--- config.mk ---
export PLATFORM = sky130hd
export DESIGN_NAME = byte_serial_adder_ctrl
export DESIGN_NICKNAME = d
export VERILOG_FILES = /design/src/rtl/byte_serial_adder_ctrl_pkg.sv /design/src/rtl/byte_serial_adder_ctrl_adder8.sv /design/src/rtl/byte_serial_adder_ctrl.sv
export SDC_FILE = /design/constraint.sdc
export NUM_CORES = 1
export LEC_CHECK = 0
export ABC_AREA = 1
export CORE_AREA = 3 3 126 128
export DETAILED_ROUTE_END_ITERATION = 6
export DIE_AREA = 0 0 129 131
export REMOVE_ABC_BUFFERS = 1
export SETUP_SLACK_MARGIN = 0.5
export SLEW_MARGIN = 10
export SYNTH_ARGS = -nofsm -noshare
export SYNTH_HDL_FRONTEND = slang
export SYNTH_SLANG_ARGS = --single-unit
--- constraint.sdc ---
create_clock -name iClk -period 3.3 [get_ports iClk]
set_input_delay 0.495 -clock iClk [delete_from_list [all_inputs] [get_ports iClk]]
set_output_delay 0.495 -clock iClk [all_outputs]
set_load 0.02 [all_outputs]
--- src/rtl/byte_serial_adder_ctrl_pkg.sv ---
// Shared encodings for the byte-serial adder sequencer.
// Front ends size their operand registers from DEFAULT_BYTES.
package byte_serial_adder_ctrl_pkg;

    typedef enum logic [1:0] {
        IDLE = 2'd0,
        RUN  = 2'd1,
        DONE = 2'd2
    } state_t;

    localparam int DEFAULT_BYTES = 4;

endpackage

--- src/rtl/byte_serial_adder_ctrl_adder8.sv ---
// Single 8-bit carry-chain adder, time-shared by the controller across all operand bytes.
module adder8 (
    input  logic [7:0] a,
    input  logic [7:0] b,
    input  logic       carry_in,
    output logic [7:0] sum,
    output logic       carry_out
);

    assign {carry_out, sum} = {1'b0, a} + {1'b0, b} + {8'd0, carry_in};

endmodule

--- src/rtl/byte_serial_adder_ctrl.sv ---
// Multi-byte add/subtract sequencer: walks one byte per clock, LSB first, through adder8,
// chaining carry in a register and reporting carry-out and signed overflow.
module byte_serial_adder_ctrl
    import byte_serial_adder_ctrl_pkg::*;
#(
    parameter int BYTES = DEFAULT_BYTES
) (
    input  logic               iClk,
    input  logic               iRst_n,
    input  logic               iStart,
    input  logic [8*BYTES-1:0] iOp_a,
    input  logic [8*BYTES-1:0] iOp_b,
    input  logic               iC,
    input  logic               iSub,
    output logic               oBusy,
    output logic               oDone,
    output logic [8*BYTES-1:0] oResult,
    output logic               oData_C,
    output logic               oOverflow
);

    localparam int W     = 8 * BYTES;
    localparam int IDX_W = $clog2(BYTES);
    localparam logic [IDX_W-1:0] LAST_IDX = IDX_W'(BYTES - 1);

    state_t             state;
    state_t             next_state;
    logic [W-1:0]       a_reg;
    logic [W-1:0]       b_reg;
    logic               carry_reg;
    logic [IDX_W-1:0]   idx;
    logic [IDX_W+2:0]   bit_base;
    logic [W-1:0]       result_reg;
    logic               data_c_reg;
    logic               overflow_reg;
    logic [7:0]         a_byte;
    logic [7:0]         b_byte;
    logic [7:0]         sum_byte;
    logic               carry_out;

    // b_reg already holds the inverted subtrahend, so the adder only ever adds.
    assign bit_base = {idx, 3'b000};
    assign a_byte   = a_reg[bit_base +: 8];
    assign b_byte   = b_reg[bit_base +: 8];

    adder8 u_adder8 (
        .a         (a_byte),
        .b         (b_byte),
        .carry_in  (carry_reg),
        .sum       (sum_byte),
        .carry_out (carry_out)
    );

    always_ff @(posedge iClk or negedge iRst_n) begin
        if (!iRst_n) begin
            state <= IDLE;
        end else begin
            state <= next_state;
        end
    end

    always_comb begin
        next_state = state;
        case (state)
            IDLE:    if (iStart) next_state = RUN;
            RUN:     if (idx == LAST_IDX) next_state = DONE;
            DONE:    next_state = IDLE;
            default: next_state = IDLE;
        endcase
    end

    // idx saturates at the last byte; the FSM leaves RUN on that same edge.
    always_ff @(posedge iClk or negedge iRst_n) begin
        if (!iRst_n) begin
            a_reg        <= '0;
            b_reg        <= '0;
            carry_reg    <= 1'b0;
            idx          <= '0;
            result_reg   <= '0;
            data_c_reg   <= 1'b0;
            overflow_reg <= 1'b0;
        end else begin
            case (state)
                IDLE: begin
                    if (iStart) begin
                        a_reg        <= iOp_a;
                        b_reg        <= iSub ? ~iOp_b : iOp_b;
                        carry_reg    <= iSub | iC;
                        idx          <= '0;
                        result_reg   <= '0;
                        data_c_reg   <= 1'b0;
                        overflow_reg <= 1'b0;
                    end
                end
                RUN: begin
                    result_reg[bit_base +: 8] <= sum_byte;
                    carry_reg                 <= carry_out;
                    if (idx == LAST_IDX) begin
                        data_c_reg   <= carry_out;
                        overflow_reg <= (a_reg[W-1] == b_reg[W-1]) && (sum_byte[7] != a_reg[W-1]);
                    end else begin
                        idx <= idx + IDX_W'(1);
                    end
                end
                default: ;
            endcase
        end
    end

    assign oBusy     = (state != IDLE);
    assign oDone     = (state == DONE);
    assign oResult   = result_reg;
    assign oData_C   = data_c_reg;
    assign oOverflow = overflow_reg;

endmodule

==> metrics.md, run 1 <==
| Metric | Value |
|---|---|
| Pin count of the biggest net entering global routing | `65` |
| # fillers | `1516` |
| Largest family of logic cells by synthesized area | `simple AND/OR/NAND/NOR gates` |
| NumNets Final | `792` |
| Synth Area in Simple Gates | `23.3%` |
| LEAKAGE | `3.16 nW` |
| Starting DRT DRC Count | `289` |
| Hold Vio Cnt, Final | `0` |
| Post-synthesis compound-gate area fraction | `11.1%` |
| Initial Utilization | `34.2%` |
| Most common cell after layout, fill and taps aside | `nand2_1` |
| Post-Synth XOR/XNOR Area | `6.12%` |
| Placeable Area | `0.0150 sq mm` |
| Grt total ovfl | `0` |
| Crit path time final | `2510 ps` |
| Post-DP HPWL | `9.60 mm` |
| Skew final | `12.1 ps` |
| Post-synth top area cell | `dfrtp_1` |
| Area occupied by multi-input gates | `0.00226 sq mm` |
| Final Power | `7.07 mW` |
| Power Density | `1050 mW/mm^2` |
| Chip width | `129 microns` |
| Setup slack after layout | `786 ps` |
| Via/cell ratio | `4.83` |
| Drt wl/cell | `14.5 microns` |
| Worst Setup SP | `idx[0]` |
| Core Util, Final | `44.8%` |
| Crit path DAT | `2790 ps` |
| Final setup vio count | `0` |
| CTS tree | `done` |
| First-pass GRT wire length | `21.3 mm` |
| Worst-path maximum fanout | `23` |
| Clock Latency Late Sink | `340 ps` |
| Mean Syn Cell Area | `8.31 sq um` |
| Sequential cell area | `0.00258 sq mm` |
| Synthesized cell area | `0.00513 sq mm` |
| Number of port buffers | `104` |
| VDD IR max | `0.489 mV` |
| Area after DPL | `0.00628 sq mm` |
| Vias | `4361` |
| Number of flops mapped to enable cells by yosys | `0` |
| Max-Cap Viols | `0` |
| Worst-case clock buffer depth | `2` |
| Share of the synthesized area in the top cell type | `50.3%` |
| Post-Synth Adder-Cell Area | `3.47%` |
| DR pass1 iterations | `5` |
| Design area | `0.00672 sq mm` |
| Req. time, crit path | `3580 ps` |
| Setup TNS | `0 ps` |
| Most used flip-flop cell after synthesis | `dfrtp_1` |
| CTS Hold Bufs | `0` |
| Fin crit share | `76.2%` |
| Mux share of post-synthesis cell area | `0%` |
| Layout cells sized above 1 | `7.13%` |
| Clk sinks | `103` |
| FFs w/ async S/R, synth | `100%` |
| Rel. slew slack | `41.5%` |
| # rows | `45` |
| Initial antenna violation count | `0` |
| Number of global-route vias before repair | `4358` |
| Routed WL | `13.1 mm` |
| # DRC | `0` |
| Worst-margin pin slew | `878 ps` |
| Clock root buffer | `clkbuf_16` |
| Die Span Y | `131 microns` |
| Max frequency | `398 MHz` |
| Synth cell types | `30` |
| Synth area leaders | `dfrtp_1, nand2_1, o21ai_0` |
| GPL Wtd Cong | `0.886` |
| Most frequent cells in the layout | `nand2_1, clkdlybuf4s50_1, dfrtp_1` |
| Kind of end point of the critical path | `flip-flop` |
| Reg2reg end | `oResult[14]` |
| Gr usage total | `15.7%` |
| Worst r2r src | `idx[0]` |
| P&R area growth vs syn | `31.0%` |
| Reg2reg path depth | `13` |
| Status | `complete, no violations` |
| FF+latch count, synth | `103` |
| Syn Inst Count | `617` |
| Dpl ws | `501 ps` |
| Fin. max-slew vios | `0` |
| Antenna cell count | `0` |
| Clock buffer count from CTS | `9` |
| Die ar. | `0.0169 sq mm` |
| Synth Warn # | `0` |
| CTS clock-pin slew for the worst setup and hold paths | `70 ps` |
| H-tree depth | `3` |
| Hold Crit Class | `input port to async pin` |
| # IOs | `105` |
| Seq/Total Area, Yosys | `50.3%` |
| Unrepaired setup endpoints after global routing | `false` |
| CP Launch Type | `flip-flop` |
| Post-DRT Antenna Nets | `0` |
| Critical path type | `flip-flop to flip-flop` |
| R2R setup slack | `790 ps` |
## logic make-up (layout without fill, tap and decap cells)
kind of cell	count (synthesis)	in the layout
buffers and inverters	66	164
XOR/XNOR	35	35
AND/OR/NAND/NOR	295	295
flip-flops	103	103
adder cells (fa/ha/maj)	13	13
AO/OA/AOI/OAI	105	105
## metrics by stage
step,std cells,hold slack (ps)
floorplan,585,199
global placement,882,458
detailed placement,882,469
CTS,898,184
global route,903,205
finish,903,165
## repair_timing
item / CTS / global route
gates resized for setup: 1 / 13
endpoints found under the hold margin: 0 / 0
setup endpoints to repair: 3 / 14
buffers inserted: 0 / 3
cloned: 0 / 2
## power breakdown
part	internal, mW	total [mW]	switching (mW)	leakage, nW
combinational	1.42	3.81	2.39	1.67
clock	0.675	1.15	0.474	0.162
sequential	1.78	2.11	0.335	1.32
total	3.87	7.07	3.20	3.16
## worst max-delay path by stage
stage | to | cells after the start
floorplan | oData_C | 4
CTS | oResult[12] | 11
global route | oResult[14] | 13
global placement | oResult[12] | 11
detailed placement | oResult[28] | 11
finish | oResult[14] | 13
## cell type report
cell class / instances / area share (%)
Clock buffer: 9 / 3.35
Clock inverter: 7 / 1.53
Inverter: 34 / 2.14
Multi-Input combinational cell: 448 / 33.7
Sequential cell: 103 / 38.4
Tap cell: 188 / 3.50
Timing Repair Buffer: 113 / 17.3
Timing Repair inverter: 1 / 0.112
## worst max-delay path, stage by stage, from the launching register on
cell and delay (ps):
dfrtp_2 460, buf_12 180, o21ai_0 110, o22ai_1 210, fa_1 230, inv_1 60, fa_1 400, o21ai_1 180
nand3_1 120, nand2_1 110, nand2_1 50, nand2_1 140, nand4_1 100, nand2_1 90
## cell usage after synthesis, types with 5 or more instances
| cell | number |
|---|---|
| o22ai_1 | 14 |
| nand2_1 | 213 |
| ha_1 | 11 |
| buf_2 | 15 |
| xnor2_1 | 34 |
| nor2_1 | 37 |
| clkbuf_1 | 11 |
| o21ai_1 | 12 |
| inv_2 | 7 |
| nand2_2 | 5 |
| dfrtp_1 | 103 |
| inv_1 | 27 |
| o21ai_0 | 67 |
| a21oi_1 | 5 |
| nand3_1 | 29 |
## metal layers
metal | up-vias | global-route usage, % | share of wire [%]
met5 | - | 0 | 0
li1 | 2171 | - | -
met2 | 126 | 25.9 | 47
met1 | 2050 | 21.2 | 45
met4 | 0 | 5.62 | 1.6
met3 | 14 | 2.28 | 5.5
No activity file was read; power rests on OpenSTA's default activity.
==> inputs of run 2 (changes only) <==
- clock period: 3.3 -> 2.15 ns (I/O delays scaled with it)
==> run 2 against run 1 <==
  * The flow now finishes with violations (negative setup slack)
  * Count of clock-buffer cells in the layout grew 2
  * Maximum frequency increased by 5.6%
  * Register-to-register slack got worse by 1000 ps
  * Wire length grew 10%
  * Clock skew decreased by 6.0 ps
  * Critical path depth unchanged
  * Sequential power up 55%
  * Flip-flop and latch count is the same
  * Clock power up 40%
  * Core utilization up 4.2 points
  * First-iteration DRC count grew 8.0%
  * Critical path type unchanged
  * Largest power group unchanged
  * Highest routed layer unchanged
==> metrics.md, run 2 (same netlist as run 1, synthesis figures left out) <==
| Metric | Value |
|---|---|
| Starting DRT DRC Count | `312 (+8.0%)` |
| Crit path time final | `2380 ps (-133 ps)` |
| Chip width | `129 microns (unchanged)` |
| Die Span Y | `131 microns (unchanged)` |
| # fillers | `1448 (-4.5%)` |
| Fin. max-slew vios | `0 (unchanged)` |
| CTS clock-pin slew for the worst setup and hold paths | `70 ps (about the same)` |
| Max frequency | `420 MHz (+5.6%)` |
| NumNets Final | `829 (+4.7%)` |
| R2R setup slack | `-230 ps (-1020 ps)` |
| Critical path type | `flip-flop to flip-flop` |
| P&R area growth vs syn | `43.4%` |
| Cell-internal power | `7.33 mW (+89%)` |
| Power Density | `1830 mW/mm^2 (+74%)` |
| Violated checks | `negative setup slack` |
| Worst-path maximum fanout | `8 (-65%)` |
| Sequential cell area | `0.00258 sq mm (about the same)` |
| Area after DPL | `0.00648 sq mm (+3.2%)` |
| Req. time, crit path | `2390 ps (-1190 ps)` |
| H-tree depth | `3 (unchanged)` |
| Worst-margin pin slew | `901 ps (+23.1 ps)` |
| Final setup vio count | `30 (+30)` |
| Most common cell after layout, fill and taps aside | `nand2_1` |
| First-pass GRT wire length | `22.4 mm (+5.1%)` |
| CTS tree | `done` |
| Clock Latency Late Sink | `350 ps (about the same)` |
| Gr usage total | `16.8% (+1.1 points)` |
| GRT busiest layer | `met2` |
| Sw frac | `45.5% (+0.27 points)` |
| Final Power | `13.5 mW (+90%)` |
| Initial antenna violation count | `0 (unchanged)` |
| Worst-case clock buffer depth | `2 (unchanged)` |
| Max-Cap Viols | `0 (unchanged)` |
| Post-DRT Antenna Nets | `0 (unchanged)` |
| Most frequent cells in the layout | `nand2_1, dfrtp_1, clkdlybuf4s50_1` |
| Initial Utilization | `34.2% (unchanged)` |
| # rows | `45 (unchanged)` |
| Sequential power share | `24.4% (-5.5 points)` |
| DR pass1 iterations | `4 (-1)` |
| Skew final | `6.15 ps (-5.98 ps)` |
| Rel. slew slack | `39.9% (-1.5 points)` |
| Met3 usage | `3.01% (+0.73 points)` |
| Unrepaired setup endpoints after global routing | `true` |
| Routed WL | `14.5 mm (+10%)` |
| Post-DP HPWL | `10.1 mm (+5.7%)` |
| Grt total ovfl | `0 (unchanged)` |
| Non-filler cells, final | `940 (+4.1%)` |
| Design area | `0.00735 sq mm (+9.5%)` |
| Drt wl/cell | `15.4 microns (+5.7%)` |
| Hold Vio Cnt, Final | `0 (unchanged)` |
| Vias | `4558 (+4.5%)` |
| Status | `complete, but fails checks` |
| Layout cells sized above 1 | `20.7% (+14 points)` |
| Die ar. | `0.0169 sq mm (unchanged)` |
| CP Launch Type | `flip-flop` |
| Clock Power Share | `12.0% (-4.2 points)` |
| Number of port buffers | `104 (unchanged)` |
| LEAKAGE | `3.66 nW (+16%)` |
| Number of global-route vias before repair | `4515 (+3.6%)` |
| Switching power | `6.12 mW (+91%)` |
| Hold Crit Class | `input port to async pin` |
| Clock root buffer | `clkbuf_16` |
| M1 GR Usage | `22.3% (+1.1 points)` |
| Area occupied by multi-input gates | `0.00265 sq mm (+17%)` |
| Crit path DAT | `2620 ps (-170 ps)` |
| Fin crit share | `111% (+35 points)` |
| # IOs | `105 (unchanged)` |
| Via/cell ratio | `4.85 (+0.40%)` |
| # DRC | `0 (unchanged)` |
| Antenna cell count | `0 (unchanged)` |
| Setup slack after layout | `-232 ps (-1020 ps)` |
| GPL Wtd Cong | `0.861 (-2.8%)` |
| Total placed cells including tap cells | `907 (+2.8%)` |
| VDD IR max | `1.05 mV (+120%)` |
| Clk sinks | `103 (unchanged)` |
| Clock buffer count from CTS | `9 (unchanged)` |
| Placeable Area | `0.0150 sq mm (unchanged)` |
| Kind of end point of the critical path | `flip-flop` |
| Logic pwr share | `63.7% (+9.8 points)` |
| Pin count of the biggest net entering global routing | `69 (+6.2%)` |
| Routing usage on met2 | `28.1% (+2.2 points)` |
==> run 2: changes by cell type in the layout (fill, tap and decap cells not counted), moves of 9 or more <==
cell / delta
nand2_2: +12
o21ai_0: -17
dlygate4sd2_1: +24
nand3_2: +11
buf_4: +27
nand2_1: -17
o21ai_1: +10
clkdlybuf4s50_1: -35
buf_6: +10
dlymetal6s2s_1: +9
nor2_1: -9
nand3_1: -12
==> run 2: final timing paths <==
kind | startpoint | endpoint | cells after the start
max | idx[0] | oResult[20] | 13
min in group iClk | oResult[15] | oResult[15] | 2
max in group asynchronous | iRst_n | oResult[22] | 3
min | iRst_n | oData_C | 2
min reg2reg | oResult[15] | oResult[15] | 2
max reg2reg | idx[0] | oResult[20] | 13
==> run 2: worst max-delay path, stage by stage, from the launching register on <==
cell	delay (ps)
dfrtp_2	480
buf_6	150
buf_8	130
nor2_2	90
inv_1	50
a32oi_2	210
inv_1	100
fa_2	400
o21ai_2	160
nand2_1	110
xnor2_2	160
buf_4	140
nand3_1	60
nand2_1	50
==> run 2: layout make-up <==
type,instances,area share [%]
Multi-Input combinational cell,448,36.0
Timing Repair Buffer,151,19.9
Inverter,34,1.86
Clock inverter,5,0.800
Clock buffer,11,3.17
Sequential cell,103,35.1
Tap cell,188,3.20
==> run 2: power groups by stage <==
| stage | Combinational [mW] | Clock [mW] | Sequential, mW |
|---|---|---|---|
| 2_1_floorplan | 3.61 | 0 | 3.36 |
| 3_3_place_gp | 6.16 | 0 | 3.26 |
| 3_5_place_dp | 6.33 | 0 | 3.26 |
| 4_1_cts | 7.02 | 1.65 | 3.25 |
| 5_1_grt | 9.32 | 1.72 | 3.37 |
| 6_report | 8.56 | 1.61 | 3.28 |
==> run 2: layer usage <==
layer	vias to the layer above	wire length [microns]
met5	-	0
met2	114	7030
met4	0	165
met1	2187	6630
met3	13	628
li1	2244	-
==> run 2: through the flow <==
stage	util (%)	hold slack (ps)	setup slack [ps]	setup TNS, ps
after detailed placement	43.3	276	-318	-5770
after floorplan	-	26.9	-1130	-61170
final	49.1	457	-232	-3970
after CTS	46.4	468	-139	-2080
after global routing	49.1	499	-327	-7260
after global placement	43.3	270	-240	-3430
==> run 2: timing repair <==
item / 4_1_cts / 5_1_grt
resized for setup: 73 / 88
endpoints found under the hold margin: 24 / 0
gates cloned: 0 / 1
hold buffers: 1 / 0
endpoints found under the setup margin: 61 / 47
setup buffers: 7 / 8
pin swaps: 16 / 24
